<file path="src/rtl/alu_seq.sv">
// Sequential ALU: single-cycle logic/arithmetic ops and an iterative shift-add
// multiplier, with a valid/ready handshake on both the operand and result sides.
module alu_seq #(
   parameter int WIDTH = 32
) (
   input  logic             clk,
   input  logic             reset,
   input  logic             in_valid,
   output logic             in_ready,
   input  logic [WIDTH-1:0] a,
   input  logic [WIDTH-1:0] b,
   input  logic [3:0]       s,
   input  logic             cin,
   output logic             out_valid,
   input  logic             out_ready,
   output logic [WIDTH-1:0] f,
   output logic [3:0]       flags
);

   localparam int SW = $clog2(WIDTH);
   localparam int CW = SW + 1;

   localparam logic [3:0] OP_ADD   = 4'b0000;
   localparam logic [3:0] OP_SUB   = 4'b0001;
   localparam logic [3:0] OP_PASSB = 4'b0010;
   localparam logic [3:0] OP_PASSA = 4'b0011;
   localparam logic [3:0] OP_AND   = 4'b0100;
   localparam logic [3:0] OP_OR    = 4'b0101;
   localparam logic [3:0] OP_NOT   = 4'b0110;
   localparam logic [3:0] OP_XOR   = 4'b0111;
   localparam logic [3:0] OP_SLL   = 4'b1000;
   localparam logic [3:0] OP_SRA   = 4'b1001;
   localparam logic [3:0] OP_MUL   = 4'b1010;

   typedef enum logic [1:0] {
      IDLE,
      BUSY,
      DONE
   } state_t;

   state_t            state, state_nxt;
   logic              accept;
   logic              is_mul;
   logic              mul_last;
   logic [CW-1:0]     cnt;

   logic [WIDTH-1:0]  b_eff;
   logic [WIDTH:0]    sum;
   logic [SW-1:0]     shamt;
   logic [WIDTH-1:0]  alu_f;
   logic              alu_c;
   logic              alu_v;

   logic [WIDTH-1:0]  mcand;
   logic [WIDTH-1:0]  prod_hi;
   logic [WIDTH-1:0]  prod_lo;
   logic [WIDTH:0]    mul_add;

   assign in_ready  = (state == IDLE);
   assign out_valid = (state == DONE);
   assign accept    = in_valid && in_ready;
   assign is_mul    = (s == OP_MUL);
   // After WIDTH iterations the counter sits at WIDTH for one final cycle
   // in which the product is copied into f/flags.
   assign mul_last  = (cnt == CW'(WIDTH));

   // ---------------- single-cycle ALU, evaluated on the live inputs at accept
   assign b_eff = (s == OP_SUB) ? ~b : b;
   assign sum   = {1'b0, a} + {1'b0, b_eff} + {{WIDTH{1'b0}}, cin};
   assign shamt = b[SW-1:0];

   // NOTE: every output of a combinational block gets a default first, so no
   // path through the case can leave a value unassigned and infer a latch.
   always_comb begin
      alu_f = sum[WIDTH-1:0];
      alu_c = 1'b0;
      alu_v = 1'b0;
      case (s)
         OP_PASSB: alu_f = b;
         OP_PASSA: alu_f = a;
         OP_AND:   alu_f = a & b;
         OP_OR:    alu_f = a | b;
         OP_NOT:   alu_f = ~a;
         OP_XOR:   alu_f = a ^ b;
         OP_SLL:   alu_f = a << shamt;
         OP_SRA:   alu_f = $signed(a) >>> shamt;
         OP_MUL:   alu_f = '0;
         default: begin
            // ADD, SUB and the reserved opcodes share the adder
            alu_f = sum[WIDTH-1:0];
            alu_c = sum[WIDTH];
            alu_v = (a[WIDTH-1] == b_eff[WIDTH-1]) && (sum[WIDTH-1] != a[WIDTH-1]);
         end
      endcase
   end

   // ---------------- shift-add multiplier step: {hi,lo} holds partial product / multiplier
   assign mul_add = {1'b0, prod_hi} + (prod_lo[0] ? {1'b0, mcand} : {(WIDTH+1){1'b0}});

   // ---------------- control FSM
   always_comb begin
      state_nxt = state;
      case (state)
         IDLE: if (in_valid) state_nxt = is_mul ? BUSY : DONE;
         BUSY: if (mul_last) state_nxt = DONE;
         DONE: if (out_ready) state_nxt = IDLE;
         default: state_nxt = IDLE;
      endcase
   end

   // NOTE: sequential state uses non-blocking assignments so every register
   // samples the pre-edge values, independent of statement order.
   always_ff @(posedge clk) begin
      if (reset) begin
         state <= IDLE;
         cnt   <= '0;
         f     <= '0;
         flags <= '0;
      end else begin
         state <= state_nxt;
         if (accept) begin
            cnt <= '0;
            if (!is_mul) begin
               f     <= alu_f;
               flags <= {alu_f[WIDTH-1], (alu_f == '0), alu_c, alu_v};
            end
         end else if (state == BUSY) begin
            if (!mul_last) begin
               cnt <= cnt + 1'b1;
            end else begin
               f     <= prod_lo;
               flags <= {prod_lo[WIDTH-1], (prod_lo == '0), (prod_hi != '0), 1'b0};
            end
         end
      end
   end

   // NOTE: multiplier datapath registers carry no reset; they are always loaded
   // at accept before being read, and reset aborts through the FSM alone.
   always_ff @(posedge clk) begin
      if (accept) begin
         mcand   <= a;
         prod_hi <= '0;
         prod_lo <= b;
      end else if (state == BUSY && !mul_last) begin
         {prod_hi, prod_lo} <= {mul_add, prod_lo[WIDTH-1:1]};
      end
   end

endmodule
</file>
<file path="config.mk">
export PLATFORM = sky130hd
export DESIGN_NAME = alu_seq
export DESIGN_NICKNAME = d
export VERILOG_FILES = /design/src/rtl/alu_seq.sv
export SDC_FILE = /design/constraint.sdc
export NUM_CORES = 1
export LEC_CHECK = 0
export ABC_AREA = 1
export CAP_MARGIN = 20
export CORE_UTILIZATION = 55
export DETAILED_ROUTE_END_ITERATION = 8
export HOLD_SLACK_MARGIN = 0.1
export PLACE_DENSITY = 0.75
export SETUP_SLACK_MARGIN = 0.3
export SLEW_MARGIN = 20
export SYNTH_ARGS = -nofsm -noshare
export SYNTH_HDL_FRONTEND = slang
export SYNTH_SLANG_ARGS = --single-unit
</file>
<file path="constraint.sdc">
create_clock -name clk -period 8.15 [get_ports clk]
set_input_delay 1.63 -clock clk [delete_from_list [all_inputs] [get_ports clk]]
set_output_delay 1.63 -clock clk [all_outputs]
set_load 0.1 [all_outputs]
</file>
Word level (Yosys, flattened, before mapping)

Index checks and enable logic that the tools add are counted.

Flip-flop bits (word level): 140
Input bits: 73
Output and inout bits: 38
Word-level logic and storage cells: 74

Add/subtract/negate cells: 4
Eq/ne operators: 19
Shift operators: 2
Mux-type cells: 20
Bitwise logic cells: 6
Reduce and logical (&&, ||, !) cells: 16

Operator list:

| cell                                                 | number |
|---|---|
| case mux 32 bit (9 select lines)                     | 1 |
| 2-to-1 mux 32 bit                                    | 8 |
| adder 32 x 32 -> 33 bit                              | 2 |
| logical NOT 32 bit                                   | 2 |
| NOT 32 bit                                           | 2 |
| adder 33 x 1 -> 33 bit                               | 1 |
| bitwise AND 32 bit                                   | 1 |
| bitwise OR 32 bit                                    | 1 |
| nonzero test 32 bit                                  | 1 |
| << shifter 32 x 5 -> 32 bit                          | 1 |
| >>> shifter 32 x 5 -> 32 bit                         | 1 |
| XOR 32 bit                                           | 1 |
| equality test 4 x 3 -> 1 bit (second input constant) | 4 |
| 2-to-1 mux 4 bit                                     | 4 |
| equality test 4 bit (second input constant)          | 3 |
| equality test 4 x 2 -> 1 bit (second input constant) | 2 |
| 2-to-1 mux 2 bit                                     | 4 |
| OR reduction 8 bit                                   | 1 |
| adder 6 x 1 -> 6 bit (second input constant)         | 1 |
| equality test 6 bit (second input constant)          | 1 |
| != test 2 bit (second input constant)                | 3 |
| case mux 2 bit (3 select lines)                      | 1 |
| AND reduction 3 bit                                  | 2 |
| nonzero test 2 bit                                   | 3 |
| other kinds (13)                                     | 16 |

Longest topological paths before layout

Gate-level depths: netlist (run 1).

Depth in word-level cells: 9
Gate-level depth with buffers: 25
Depth with buffers taken out: 24

Worst setup path before layout (run 1)

Ideal clock, no wire load.

Path kind: input -> register
Start: input port b[0]
End: register flags[2]
Library setup time: 0.071 ns
Arrival time: 4.165 ns
Required time: 8.079 ns
Setup slack: 3.914 ns
Stages on the path: 22
Buffers on the path: 2
Cell sequence: buf_4 inv_4 buf_2 xor2_1 fa_1 inv_1 fa_1 inv_1 nand3_1 nand2_1 nand2_1 nand2_1 nand2_1 nand2_1 nor2_1 nor3_1 nand2_1 nor2_1 nand2_1 nor2_1 nand4_1 a21oi_1

Longest elaborated chain between the ends: 8
Elaborated cells between the ends (all ways): 13
Classes of those cells: add/sub: 2; shift: 2; mux: 4; bitwise: 4; reduce/logical: 1

Ends and longest elaborated chain:

| element                              | RTL line | source |
|---|---|---|
| from (decl)                          | 11       | `input logic [WIDTH-1:0] b,` |
| NOT 32 bit                           | 68       | `assign b_eff = (s == OP_SUB) ? ~b : b;` |
| 2-to-1 mux 32 bit                    | 68       |  |
| adder 32 x 32 -> 33 bit              | 69       | `assign sum = {1'b0, a} + {1'b0, b_eff} + {{WIDTH{1'b0}}, cin};` |
| adder 33 x 1 -> 33 bit               | 69       |  |
| case mux 32 bit (9 select lines) (*) | 78       | `case (s)` |
| logical NOT 32 bit (*)               | 125      | `flags <= {alu_f[WIDTH-1], (alu_f == '0), alu_c, alu_v};` |
| 2-to-1 mux 4 bit (*)                 | 123      | `if (!is_mul) begin` |
| 2-to-1 mux 4 bit (*)                 | 121      | `if (accept) begin` |
| to (signal assigned)                 | 125      |  |
| to (signal assigned)                 | 132      | `flags <= {prod_lo[WIDTH-1], (prod_lo == '0), (prod_hi != '0), 1'b0};` |
| to (decl)                            | 17       | `output logic [3:0] flags` |

Every way passes the cells marked *; elsewhere a longest branch is shown, timed or not. The select of a mux whose other input is x is not followed.
A chain may end at the register's enable or synchronous reset.

Final worst setup path (run 1)

Start: input port s[0]
End: register flags[2]

Longest elaborated chain between the ends: 8
Elaborated cells between the ends (all ways): 19
Classes of those cells: add/sub: 2; eq/ne: 11; mux: 4; reduce/logical: 2

Ends and longest elaborated chain:

| element                          | RTL line | source |
|---|---|---|
| from (decl)                      | 12       | `input logic [3:0] s,` |
| equality test 4 x 1 -> 1 bit     | 68       |  |
| 2-to-1 mux 32 bit                | 68       |  |
| adder 32 x 32 -> 33 bit          | 69       |  |
| adder 33 x 1 -> 33 bit           | 69       |  |
| case mux 32 bit (9 select lines) | 78       |  |
| logical NOT 32 bit               | 125      |  |
| 2-to-1 mux 4 bit                 | 123      |  |
| 2-to-1 mux 4 bit                 | 121      |  |

Parallel ways exist; a longest one is shown, timed or not. The select of a mux whose other input is x is not followed.

==> results of run 1 <==
[per-stage QoR]
stage	util (%)	instances	setup slack, ps
5_1_grt	62.3	3147	1790
3_3_place_gp	60.3	3115	1950
2_1_floorplan	-	2708	3910
3_5_place_dp	60.3	3115	1880
4_1_cts	62.3	3147	2310
6_report	62.3	3150	1920
[synthesized netlist by cell type (3+ instances only)]
cell type / number / area, sq um
a21o_1: 5 / 37.5
a21oi_1: 80 / 400
a31oi_1: 31 / 194
and2_1: 3 / 18.8
buf_1: 14 / 52.6
buf_2: 37 / 185
buf_4: 3 / 22.5
buf_6: 6 / 67.6
clkbuf_1: 53 / 199
dfxtp_1: 75 / 1500
edfxtp_1: 64 / 1920
fa_1: 3 / 60.1
ha_1: 130 / 1630
inv_1: 357 / 1340
inv_2: 8 / 30.0
nand2_1: 764 / 2870
nand2_2: 5 / 31.3
nand3_1: 486 / 2430
nand3b_1: 5 / 37.5
nand4_1: 45 / 282
nor2_1: 199 / 747
nor3_1: 18 / 90.1
nor3b_1: 3 / 22.5
nor4_1: 14 / 87.6
o2111ai_1: 4 / 35.0
o211ai_1: 14 / 105
o21a_1: 4 / 30.0
o21ai_0: 177 / 886
o21ai_1: 4 / 20.0
o22ai_1: 16 / 100
or2_2: 7 / 43.8
xnor2_1: 7 / 61.3
xor2_1: 49 / 429
[per-layer routing]
layer	global-route usage (%)	part of all wire (%)	up-vias
met5	0	0.012	-
met4	27.0	6.8	2
met3	13.6	14	240
met2	65.9	41	1396
met1	58.4	38	8947
li1	-	-	9013
[state kept, by name (all words and copies together), names as in the netlist]
| signal | count |
|---|---|
| mcand | 32 |
| state | 2 |
| prod_lo | 32 |
| flags | 3 |
| cnt | 6 |
| prod_hi | 32 |
| f | 32 |
[worst paths after layout]
path                                            from                        to  slack [ps]  depth (start not counted)
worst max-delay path                            s[0]     flags[2]$_SDFFE_PP0P_        1920                         18
worst min register to register     f[0]$_SDFFE_PP0P_         f[0]$_SDFFE_PP0P_         500                          2
worst min-delay path               f[0]$_SDFFE_PP0P_         f[0]$_SDFFE_PP0P_         500                          2
worst max register to register  prod_lo[0]$_DFFE_PP_  prod_hi[15]$_SDFFE_PP0P_        4360                         17
[power groups by stage]
| stage | clock (mW) | combinational (mW) | sequential [mW] |
|---|---|---|---|
| after detailed placement | 0 | 1.09 | 0.842 |
| after global placement | 0 | 1.08 | 0.840 |
| after global routing | 0.822 | 1.22 | 0.832 |
| final | 0.800 | 1.14 | 0.829 |
| after floorplan | 0 | 0.617 | 0.962 |
| after CTS | 0.797 | 1.10 | 0.827 |
[cell families after synthesis]
| family | after synthesis | share of synthesized area [%] |
|---|---|---|
| buffers and inverters | 481 | 11.9 |
| XOR/XNOR | 56 | 3.05 |
| AO/OA/AOI/OAI | 343 | 11.7 |
| adder cells (fa/ha/maj) | 133 | 10.5 |
| flip-flops | 139 | 21.3 |
| AND/OR/NAND/NOR | 1556 | 41.7 |
[cell type report]
cell class                 count  area, sq um
antenna                        3         7.51
clock inverter                14          145
multi-input combinational   2088        10800
inverter                     368         1380
timing repair buffer         136         1280
fill                        2849        10800
sequential                   139         3420
tap                          384          480
clock buffer                  18          439
[tightest hold or removal path: cells and delay by family, from the launching register on]
family,cells,cell delay (ps)
simple gates,1,70
flops,1,310
compound gates,1,70
==> results.md, run 1 <==
* Die ar. at 29900 sq um
* VDD IR max at 0.134 mV
* Gr usage total at 45.1%
* Final-report hold violation count at 0
* Clock buffer depth at 2
* Slew headroom at 13.9%
* DP Wirelength at 53900 um
* Critical path's slowest cell: nand2_2
* Reg power frac at 29.9%
* Sw frac at 43.3%
* Clk network pwr share at 28.9%
* Actual slew at the worst max-slew pin at 1290 ps
* Buffers and inverters on the worst path at 4
* P_leak at 8.95 nW
* DRC viols at 0
* Pins Over Slew Limit at 0
* Global-route wire length before repair at 102000 um
* Total CTS buffers at 17
* Core ar. at around 29000 sq um
* Antenna-violating nets left at 0
* Max-cap violations at 0
* Vias in the first global route at 17704
* Routed vias/inst at 6.22
* Fin area at 17900 sq um
* Area after DPL at 17300 sq um
* Max Fclk at around 160 MHz
* Clock Skew at 12.4 ps
* CP endpoint kind: register
* Hold Buf Count CTS at 0
* Worst skew pair latency at 440 ps
* P&R area growth vs syn at 11.4%
* Detailed Route WL at 68900 um
* Post-CTS setup buffers at 0
* DRT iter0 DRCs at 2593
* Site Rows at 62
* Register area share after synthesis at 21.3%
* FFs w/ async S/R, synth at 0%
* Die Y-Extent at 173 um
* Syn Area/Cell at 5.94 sq um
* Post-Syn Nets at 2914
* Setup TNS Final at 0 ps
* Data arrival, critical path at roughly 6600 ps
* Final net count at 2956
* CTS tree: yes
* CP delay by family, top: simple AND/OR/NAND/NOR gates
* Vias at 19598
* Worst-path fanout max at 32
* GRT overflow at 0
* Status: finished, final reports clean
* Period minus WS final at 6230 ps
* CP required at 8520 ps
* Pwr Density at 155 nW/um^2
* Number of synthesized flops with an enable pin at 64
* Crit share post-route at 76.5%
* Die X at 173 um
* NetSw at 1.20 mW
* Comb pwr share at 41.2%
* Most frequent cells in the layout: 762 x nand2_1, 486 x nand3_1, 356 x inv_1
* RSZ-0062 raised after global routing: no
* Worst-path clk slew at ~60 ps
* Largest net degree at the start of global routing at between 60 and 70
* HP Class: register to register
* IO Pins at 111
* Starting Density at 55.9%
* Yosys cell types at 46
* H-Tree Depth at 4
* Final setup violation count at 0
* Synthesized netlist cell count at 2708
* Delay of the slowest critical-path stage at around 670 ps
* Yosys warns at 0
* Tot Pwr at 2.77 mW
* Register bit total from synthesis at 139
* Critical Setup Path Class: input port to register
* Share of cells above drive strength 1 at ~3.3%
* Input/output buffers at 110
* Startpoint types: input port
* Final GP Congestion at 1.09
* Drt wl/cell at around 22 um
* Most used DFF post-synth: dfxtp_1
* Crit-path cells: clkdlybuf4s50_1, inv_1, nor2_1, nand2_2, xor2_1, fa_1, inv_1, fa_1, inv_1, nand2_1, nand3_1, o21ai_0, nand4_1, nor2_1, nand3_1, nor2_1, nand4_1, a21oi_1
* Synthesized area at 16100 sq um
* Final hold slack at 499 ps
* Drt first pass iters at 6
* CTS resizes at 0
* Initial antenna violation count at 3
* Root Driver: clkbuf_16
* P_int at 1.57 mW
* Most common cell after layout, fill and taps aside: nand2_1
* Num Clock Sinks at 139
Power figures use the tool's default switching activity.
==> run 2, diff against run 1 <==
clock period = 6.55 ns   (was 8.15 ns; I/O delays follow)
==> run 2 against run 1 <==
Net effect:
- cell area is 0.48% higher
- critical path depth is the same
- die area unchanged
- clock-buffer cell count is 1 higher
- via count increased by 0.40%
- sequential share of layout area shrank 0.091 points
- largest cell class unchanged
==> results.md, run 2 (same netlist as run 1, synthesis figures left out) <==
* Root Driver: clkbuf_16
* Post-CTS setup buffers at 0 (unchanged)
* CP endpoint kind: register
* Gr usage total at 45.5% (+0.45 points)
* CTS tree: yes
* Routed vias/inst at 6.24 (+0.37%)
* Die Y-Extent at 173 um (unchanged)
* Die ar. at 29900 sq um (unchanged)
* CP delay by family, top: simple AND/OR/NAND/NOR gates
* Drt first pass iters at 9 (+3)
* Worst-path clk slew at 60 ps (about the same)
* Detailed Route WL at 69100 um (+0.35%)
* Site Rows at 62 (unchanged)
* Core ar. at 28800 sq um (unchanged)
* H-Tree Depth at 4 (unchanged)
* Max-cap violations at 0 (unchanged)
* Critical Setup Path Class: input port to register
* Final GP Congestion at 1.15 (+5.2%)
* CTS resizes at 0 (unchanged)
* Hold Buf Count CTS at 0 (unchanged)
* Setup TNS Final at 0 ps (unchanged)
* Clock Skew at 8.00 ps (-4.40 ps)
* Met3 routed WL at 9600 um (-1.6%)
* HP Class: register to register
* # fillers at 2773 (-2.7%)
* Die X at 173 um (unchanged)
* Pwr Density at 197 nW/um^2 (+28%)
* Share of cells above drive strength 1 at 3.40% (+0.11 points)
* CP required at 6930 ps (-1590 ps)
* DP Wirelength at 54100 um (+0.33%)
* Status: finished, final reports clean
* Starting Density at 55.9% (unchanged)
* Vias at 19676 (+0.40%)
* IO Pins at 111 (unchanged)
* Data arrival, critical path at 5410 ps (-1190 ps)
* Final setup violation count at 0 (unchanged)
* Num Clock Sinks at 139 (unchanged)
* Vias in the first global route at 17632 (-0.41%)
* Largest net degree at the start of global routing at 69 (unchanged)
* Global-route wire length before repair at 103000 um (+0.80%)
* Crit-path cells: clkdlybuf4s50_1, inv_1, nor2_1, nand2_2, xor2_1, fa_1, inv_1, fa_1, inv_1, nand2_1, nand3_1, o21ai_0, nand4_1, nor2_1, nand3_1, nor2_1, nand4_1, a21oi_1
* P&R area growth vs syn at 12.0%
* DRT iter0 DRCs at 2733 (+5.4%)
* Highest Signal Layer: met4
* Initial antenna violation count at 0 (-3)
* Buffers and inverters on the worst path at 4 (unchanged)
* GRT overflow at 0 (unchanged)
* Slew headroom at 16.4% (+2.5 points)
* Critical path's slowest cell: clkdlybuf4s50_1
* Met2 Wirelength at 28800 um (+3.2%)
* Most common cell after layout, fill and taps aside: nand2_1
* Input/output buffers at 110 (unchanged)
* DRC viols at 0 (unchanged)
* Actual slew at the worst max-slew pin at 1250 ps (-36.8 ps)
* Most frequent cells in the layout: 762 x nand2_1, 486 x nand3_1, 356 x inv_1
* Final hold slack at 482 ps (-17.1 ps)
* RSZ-0062 raised after global routing: no
* Worst-path fanout max at 13 (-59%)
* Total CTS buffers at 17 (unchanged)
* P_leak at 9.01 nW (+0.63%)
* Antenna-violating nets left at 0 (unchanged)
* M1 WL at 26700 um (+0.82%)
* Clock buffer depth at 2 (unchanged)
* Startpoint types: input port
* Pins Over Slew Limit at 0 (unchanged)
* Delay of the slowest critical-path stage at 590 ps (-80 ps)
* Final-report hold violation count at 0 (unchanged)
* Crit share post-route at 76.8%
* Max Fclk at 199 MHz
* Drt wl/cell at 21.9 um (+0.32%)
* Worst skew pair latency at 460 ps (+20 ps)
* Period minus WS final at 5030 ps
* VDD IR max at 0.186 mV (+39%)
* Final net count at 2958 (+0.068%)
run 2: metal layers:
metal,track usage [%],up-vias
met4,24.5,0
met1,60.7,9000
met5,0,-
li1,-,9031
met3,12.0,230
met2,67.0,1415
run 2: area by class of cell:
type	instances	area, sq um	share of cell area [%]
repair buffers	138	1300	7.19
multi-input cells	2088	10800	59.8
diodes	2	5.00	0.0278
flip-flops and latches	139	3420	19.0
well taps	384	480	2.67
inverters	368	1380	7.68
clock buffers	19	443	2.46
clock inverters	13	215	1.19
run 2: tightest hold or removal path, delay by kind of cell, from the launching register on:
kind,cells,cell delay [ps]
simple gates,1,60
flops,1,310
compound gates,1,60
run 2: report_power, final:
| part | switching [mW] | internal [mW] |
|---|---|---|
| clock | 0.408 | 0.690 |
| combinational | 1.04 | 0.391 |
| sequential | 0.0409 | 0.991 |
run 2: stage by stage:
stage | power [mW] | area [sq um] | setup slack [ps] | utilization (%) | instances
after floorplan | 1.97 | 16100 | 2630 | - | 2708
after global placement | 2.39 | 17400 | 1360 | 60.3 | 3117
after detailed placement | 2.41 | 17400 | 1230 | 60.3 | 3117
after CTS | 3.50 | 18000 | 1690 | 62.6 | 3149
after global routing | 3.70 | 18000 | 1190 | 62.6 | 3149
final | 3.56 | 18000 | 1520 | 62.6 | 3151
run 2: final timing paths:
check / from / end / slack, ps / depth (start not counted)
max: s[0] / flags[2]$_SDFFE_PP0P_ / 1520 / 18
min reg2reg: f[0]$_SDFFE_PP0P_ / f[0]$_SDFFE_PP0P_ / 480 / 2
min: f[0]$_SDFFE_PP0P_ / f[0]$_SDFFE_PP0P_ / 480 / 2
max reg2reg: prod_lo[0]$_DFFE_PP_ / prod_hi[17]$_SDFFE_PP0P_ / 2900 / 19
